--- src/rtl/mips_pipe_pkg.sv ---
// Shared pipeline types for the 5-stage MIPS core: forwarding-mux selects and
// the destination record carried alongside each in-flight instruction.
package mips_pipe_pkg;

  localparam int DST_W = 5;

  localparam logic [1:0] FWD_REG = 2'b00;
  localparam logic [1:0] FWD_WB  = 2'b01;
  localparam logic [1:0] FWD_MEM = 2'b10;

  typedef struct packed {
    logic             valid;
    logic             reg_write;
    logic             mem_read;
    logic [DST_W-1:0] dst;
  } dst_rec_t;

  // $0 is hardwired zero, so a record targeting it never produces a value
  function automatic logic is_writer(input logic v, input logic wr, input logic [DST_W-1:0] d);
    return v & wr & (d != '0);
  endfunction

endpackage

--- src/rtl/hazard_fwd_unit_if.sv ---
// Decode-side fields into the hazard/forward unit and its control strobes out.
interface hazard_fwd_unit_if #(
  parameter int REG_AW = 5,
  parameter int CNT_W  = 16
);
  logic              id_valid;
  logic [REG_AW-1:0] id_rs;
  logic [REG_AW-1:0] id_rt;
  logic              id_uses_rt;
  logic [REG_AW-1:0] id_dst;
  logic              id_reg_write;
  logic              id_mem_read;
  logic              flush;
  logic              stall;
  logic              bubble;
  logic [1:0]        fwd_a;
  logic [1:0]        fwd_b;
  logic [CNT_W-1:0]  stall_cnt;

  modport master (
    output id_valid, id_rs, id_rt, id_uses_rt, id_dst, id_reg_write, id_mem_read, flush,
    input  stall, bubble, fwd_a, fwd_b, stall_cnt
  );

  modport slave (
    input  id_valid, id_rs, id_rt, id_uses_rt, id_dst, id_reg_write, id_mem_read, flush,
    output stall, bubble, fwd_a, fwd_b, stall_cnt
  );
endinterface

--- src/rtl/fwd_cmp.sv ---
// Priority comparator for one ALU operand: the EX-stage producer beats MEM.
module fwd_cmp
  import mips_pipe_pkg::*;
(
  input  logic [DST_W-1:0] src,
  input  dst_rec_t         ex,
  input  dst_rec_t         mem,
  output logic [1:0]       sel
);

  wire unused_ld = ex.mem_read ^ mem.mem_read;

  always_comb begin
    sel = FWD_REG;
    if (is_writer(ex.valid, ex.reg_write, ex.dst) && (ex.dst == src))
      sel = FWD_MEM;
    else if (is_writer(mem.valid, mem.reg_write, mem.dst) && (mem.dst == src))
      sel = FWD_WB;
  end

endmodule

--- src/rtl/hazard_fwd_unit.sv ---
// Load-use stall/bubble detection, registered ALU forwarding selects and a
// saturating stall counter for the ID/EX boundary.
module hazard_fwd_unit
  import mips_pipe_pkg::*;
#(
  parameter int REG_AW = 5,
  parameter int CNT_W  = 16
) (
  input  logic       clk,
  input  logic       rst,
  hazard_fwd_unit_if.slave hf
);

  dst_rec_t ex_q, mem_q, wb_q, id_rec;
  logic [REG_AW-1:0] src_a, src_b;
  logic [1:0] sel_a, sel_b;
  logic [1:0] fwd_a_q, fwd_b_q;
  logic [CNT_W-1:0] cnt_q;
  logic hazard, stall_w, bubble_w;

  // WB is tracked for completeness only: the write-first register file
  // already covers a producer three ahead
  wire unused_wb = ^wb_q;

  assign src_a  = hf.id_rs;
  assign src_b  = hf.id_rt;
  assign id_rec = '{valid: hf.id_valid, reg_write: hf.id_reg_write,
                    mem_read: hf.id_mem_read, dst: hf.id_dst};

  assign hazard = hf.id_valid & ex_q.valid & ex_q.mem_read & (ex_q.dst != '0) &
                  ((ex_q.dst == hf.id_rs) | (hf.id_uses_rt & (ex_q.dst == hf.id_rt)));
  // flush discards the dependent instruction, so it never counts as a stall
  assign stall_w  = hazard & ~hf.flush & ~rst;
  assign bubble_w = (stall_w | hf.flush) & ~rst;

  fwd_cmp u_cmp_a (.src(src_a), .ex(ex_q), .mem(mem_q), .sel(sel_a));
  fwd_cmp u_cmp_b (.src(src_b), .ex(ex_q), .mem(mem_q), .sel(sel_b));

  always_ff @(posedge clk or posedge rst) begin
    if (rst) begin
      ex_q    <= '0;
      mem_q   <= '0;
      wb_q    <= '0;
      fwd_a_q <= FWD_REG;
      fwd_b_q <= FWD_REG;
      cnt_q   <= '0;
    end else begin
      mem_q <= ex_q;
      wb_q  <= mem_q;
      if (bubble_w) begin
        ex_q    <= '0;
        fwd_a_q <= FWD_REG;
        fwd_b_q <= FWD_REG;
      end else begin
        ex_q    <= id_rec;
        fwd_a_q <= sel_a;
        fwd_b_q <= hf.id_uses_rt ? sel_b : FWD_REG;
      end
      if (stall_w && (cnt_q != '1))
        cnt_q <= cnt_q + 1'b1;
    end
  end

  assign hf.stall     = stall_w;
  assign hf.bubble    = bubble_w;
  assign hf.fwd_a     = fwd_a_q;
  assign hf.fwd_b     = fwd_b_q;
  assign hf.stall_cnt = cnt_q;

endmodule

--- src/flat_wrapper.sv ---
// flat-port wrapper written by rule: the top's interface ports become plain ports
module hazard_fwd_unit_flat import mips_pipe_pkg::*;
#(
  parameter int REG_AW = 5,
  parameter int CNT_W  = 16
)
  (clk, rst, hf_id_valid, hf_id_rs, hf_id_rt, hf_id_uses_rt, hf_id_dst, hf_id_reg_write, hf_id_mem_read, hf_flush, hf_stall, hf_bubble, hf_fwd_a, hf_fwd_b, hf_stall_cnt);
  hazard_fwd_unit_if #(.REG_AW(REG_AW), .CNT_W(CNT_W)) hf_i ();
  input  logic clk;
  input  logic rst;
  input wire logic [$bits(hf_i.id_valid)-1:0] hf_id_valid;
  input wire logic [$bits(hf_i.id_rs)-1:0] hf_id_rs;
  input wire logic [$bits(hf_i.id_rt)-1:0] hf_id_rt;
  input wire logic [$bits(hf_i.id_uses_rt)-1:0] hf_id_uses_rt;
  input wire logic [$bits(hf_i.id_dst)-1:0] hf_id_dst;
  input wire logic [$bits(hf_i.id_reg_write)-1:0] hf_id_reg_write;
  input wire logic [$bits(hf_i.id_mem_read)-1:0] hf_id_mem_read;
  input wire logic [$bits(hf_i.flush)-1:0] hf_flush;
  output wire logic [$bits(hf_i.stall)-1:0] hf_stall;
  output wire logic [$bits(hf_i.bubble)-1:0] hf_bubble;
  output wire logic [$bits(hf_i.fwd_a)-1:0] hf_fwd_a;
  output wire logic [$bits(hf_i.fwd_b)-1:0] hf_fwd_b;
  output wire logic [$bits(hf_i.stall_cnt)-1:0] hf_stall_cnt;
  assign hf_i.id_valid = hf_id_valid;
  assign hf_i.id_rs = hf_id_rs;
  assign hf_i.id_rt = hf_id_rt;
  assign hf_i.id_uses_rt = hf_id_uses_rt;
  assign hf_i.id_dst = hf_id_dst;
  assign hf_i.id_reg_write = hf_id_reg_write;
  assign hf_i.id_mem_read = hf_id_mem_read;
  assign hf_i.flush = hf_flush;
  assign hf_stall = hf_i.stall;
  assign hf_bubble = hf_i.bubble;
  assign hf_fwd_a = hf_i.fwd_a;
  assign hf_fwd_b = hf_i.fwd_b;
  assign hf_stall_cnt = hf_i.stall_cnt;
  hazard_fwd_unit #(.REG_AW(REG_AW), .CNT_W(CNT_W)) u_core (.clk(clk), .rst(rst), .hf(hf_i));
endmodule
--- config.mk ---
export PLATFORM = sky130hd
export DESIGN_NAME = hazard_fwd_unit_flat
export DESIGN_NICKNAME = d
export VERILOG_FILES = /design/src/rtl/mips_pipe_pkg.sv /design/src/rtl/hazard_fwd_unit_if.sv /design/src/rtl/fwd_cmp.sv /design/src/rtl/hazard_fwd_unit.sv /design/src/flat_wrapper.sv
export SDC_FILE = /design/constraint.sdc
export NUM_CORES = 1
export LEC_CHECK = 0
export ABC_AREA = 1
export CAP_MARGIN = 15
export CORE_MARGIN = 8
export CORE_UTILIZATION = 30
export DETAILED_ROUTE_END_ITERATION = 16
export PLACE_DENSITY_LB_ADDON = 0.2
export SLEW_MARGIN = 20
export SYNTH_ARGS = -nofsm -noshare
export SYNTH_HDL_FRONTEND = slang
export SYNTH_SLANG_ARGS = --single-unit
--- constraint.sdc ---
create_clock -name clk -period 1.8 [get_ports clk]
set_clock_uncertainty 0.05 [all_clocks]
set_input_delay 0.18 -clock clk [delete_from_list [all_inputs] [get_ports clk]]
set_output_delay 0.18 -clock clk [all_outputs]
set_load 0.02 [all_outputs]
==> reports/qor.tcl <==
set qor(timing.max_slew.rel_slack_pct) 64.21
set qor(cts.clk_slew.worst_paths_ns) 0.07
set qor(drc) 0
set qor(final_layout_size_suffix_gt1_share_pct) 23.93
set qor(detail_route.first_pass.iterations) 4
set qor(buffer_ports.inserted) 43
set qor(synth_largest_area_cell) {sky130_fd_sc_hd__dfrtp_1}
set qor(numPlacedInstances) 393
set qor(synth_seq_area_share_pct) 44.33
set qor(grt-ovfl-total) 0
set qor(wire_per_inst_um) 11.99
set qor(power_density_nw_per_um2) 661.2
set qor(syn_area_per_cell_um2) 7.748
set qor(instances_no_fill) 403
set qor(fillerInstances) 620
set qor(critical_path_class) {register to output port}
set qor(switching_share_pct) 22.26
set qor(yosys.cell_types.count) 26
set qor(number_of_standard_cells_after_synthesis) 255
set qor(design.final.nets) 348
set qor(diodes) 0
set qor(rsz0062_at_grt) {yes}
set qor(insertion_delay_ns) 0.29
set qor(grt_pass1_wl_um) 8480
set qor(grt_max_degree) 48
set qor(layout.core_utilization_pct) 45.26
set qor(cp.required_ns) 1.57
set qor(cts.sink_count) 35
set qor(tritoncts) {done}
set qor(finalWeightedCongestion) 0.8541
set qor(clock_power_share_pct) 44.6
set qor(yosys_register_bits) 35
set qor(critical_path.max_fanout) 5
set qor(vias) 1789
set qor(dieHeight_um) 97.15
set qor(drt-vias-per-instance) 4.439
set qor(totalWireLength_um) 4832
set qor(synthesis.nets) 278
set qor(cts.htree.levels) 2
set qor(violations) {setup timing}
set qor(starting_utilization_of_the_core_area_pct) 31.11
set qor(die_w_um) 97.15
set qor(critical_path.reg2reg.startpoint) {u_core.ex_q[2]$_DFF_PP0_}
set qor(leading_cell_types_in_the_layout_fill_and_taps_excluded) {63 x sky130_fd_sc_hd__nand2_1, 41 x sky130_fd_sc_hd__clkdlybuf4s50_1, 37 x sky130_fd_sc_hd__inv_1}
set qor(grt_antenna_before_repair) 0
set qor(cts-buffers-inserted) 5
set qor(drtIter0Drc) 88
set qor(die_area_um2) 9438
set qor(critical_path.startpoint) {u_core.ex_q[2]$_DFF_PP0_}
set qor(vdd_drop_max_v) 0.0002463
set qor(ctsLongestPathBuffers) 2
set qor(whs_ns) 0.3437
set qor(final-setup-viol-count) 1
set qor(area_growth_syn_to_layout_pct) 45.47
set qor(setup_total_negative_slack_ns) -0.04607
set qor(power_frac_seq_pct) 43.9
set qor(combPwrFrac_pct) 11.5
set qor(maxClockFrequency_mhz) 541.7
set qor(internal-power_uw) 1477
set qor(placeableCoreArea_um2) 6350
set qor(io-pin-count) 44
set qor(total_standard_cell_area_after_synthesis_um2) 1976
set qor(timing.critical_path.arrival_ns) 1.62
set qor(static-leakage-power_uw) 0.001307
set qor(cts_hold_buf) 0
set qor(yosysWarningCount) 0
set qor(route.antenna.remaining_nets) 0
set qor(drv_slew) 0
set qor(drv.max_cap_violation_count) 0
set qor(status) {complete, but fails checks}
set qor(cp-start-kind) {register}
set qor(dp_hpwl_um) 3736
set qor(synth_top_cells_by_area) {sky130_fd_sc_hd__dfrtp_1 44%, sky130_fd_sc_hd__nand2_1 13%, sky130_fd_sc_hd__inv_1 7.2%}
set qor(cell_row_count) 29
set qor(timing.final.crit_period_ns) 1.846
set qor(final_common_cell) {sky130_fd_sc_hd__nand2_1}
set qor(finalCritPeriodShare_pct) 102.6
set qor(proportion_of_netlist_area_held_by_the_largest_area_contributor_pct) 44.33
set qor(worstMarginPinSlew_ns) 0.5368
set qor(grt_resource_usage_total_pct) 10.84
set qor(worst_hold_startpoint) {hf_id_dst[0]}
set qor(first_global_vias) 1862
set qor(final_critical_path_setup_slack_ns) -0.04607
set qor(timing.final.hold_violations) 0
set qor(worstHoldPathType) {input port to register}
set qor(clock_root_buffer) {sky130_fd_sc_hd__clkbuf_8}
set qor(reported_net_switching_power_uw) 423.0
set qor(timing.critical_path.to_type) {output port}
[power by group through the flow]
| stage | Combinational, uW | Sequential (uW) | Clock (uW) |
|---|---|---|---|
| after global routing | 243 | 838 | 907 |
| after detailed placement | 211 | 850 | 0 |
| after global placement | 209 | 850 | 0 |
| final | 218 | 835 | 848 |
| after floorplan | 102 | 846 | 0 |
| after CTS | 214 | 834 | 875 |
[registers in the layout, summed over array words and instances (netlist names)]
register	count
u_core.hf.stall_cnt	16
u_core.ex_q	8
u_core.mem_q	7
u_core.hf.fwd_a	2
u_core.hf.fwd_b	2
[synthesized netlist by cell type (all sizes together)]
cell type  count
o21ai         11
nand4          5
clkbuf         1
dfrtp         35
nor3           6
ha             1
inv           43
nand2         71
nor2          25
a21oi         16
buf            3
or2            1
nor4           1
xor2           6
xnor2          9
nand3         21
[layer usage]
metal / part of all wire, % / global-route usage [%] / vias up
met5: 0 / 0 / -
met2: 49 / 17.86 / 28
li1: - / - / 935
met1: 46 / 13.01 / 820
met4: 1.8 / 4.615 / 0
met3: 3.2 / 2.703 / 6
[per-stage QoR]
stage	instance area [um^2]	total power, uW	setup slack [ns]
4_1_cts	2779	1923	-0.07379
2_1_floorplan	1977	947.5	0.09366
3_5_place_dp	2634	1061	-0.4953
6_report	2874	1900	-0.04607
5_1_grt	2874	1988	-0.1270
3_3_place_gp	2634	1059	-0.4569
[cell type report]
type	instances	area, um^2	area share (%)
flip-flops and latches	35	879.6	30.61
well taps	77	96.34	3.352
inverters	43	166.4	5.790
clock inverters	3	67.56	2.351
multi-input cells	173	969.7	33.74
repair buffers	67	625.6	21.77
clock buffers	5	68.82	2.394
[final timing paths]
check                      slack [ns]  cells after the start                                  end
setup / recovery                -0.05                      8                            hf_bubble
hold / removal                   0.34                      3             u_core.ex_q[0]$_DFF_PP0_
setup reg to reg                 0.07                     10   u_core.hf.stall_cnt[4]$_DFFE_PP0P_
hold reg to reg                  0.36                      0            u_core.mem_q[6]$_DFF_PP0_
max in group asynchronous        0.90                      3             u_core.ex_q[3]$_DFF_PP0_
min in group asynchronous        0.40                      3  u_core.hf.stall_cnt[12]$_DFFE_PP0P_
[timing repair]
item / in CTS / in global routing
pin swaps: 3 / 6
buffers inserted: 1 / 1
gates resized for setup: 13 / 24
setup endpoints to repair: 2 / 12
[cells by family (layout without fill, tap and decap cells)]
group           Yosys count  after routing  synth area share (%)
simple gates            130            130                 31.41
buf+inv                  47            118                 10.13
flops                    35             35                 44.33
compound gates           27             27                 6.840
xor+xnor                 15             15                 6.650
fa+ha+maj                 1              1                0.6332
[critical path: stages (launching register included)]
cell and delay [ns]:
sky130_fd_sc_hd__dfrtp_2 0.47, sky130_fd_sc_hd__nand2_1 0.09, sky130_fd_sc_hd__nand2_2 0.05, sky130_fd_sc_hd__nor2_2 0.14, sky130_fd_sc_hd__nand4_2 0.12, sky130_fd_sc_hd__nand2_4 0.12, sky130_fd_sc_hd__nand2_8 0.06, sky130_fd_sc_hd__a21oi_4 0.13
sky130_fd_sc_hd__buf_6 0.13
Note: power is estimated with default switching activity, not from simulation.
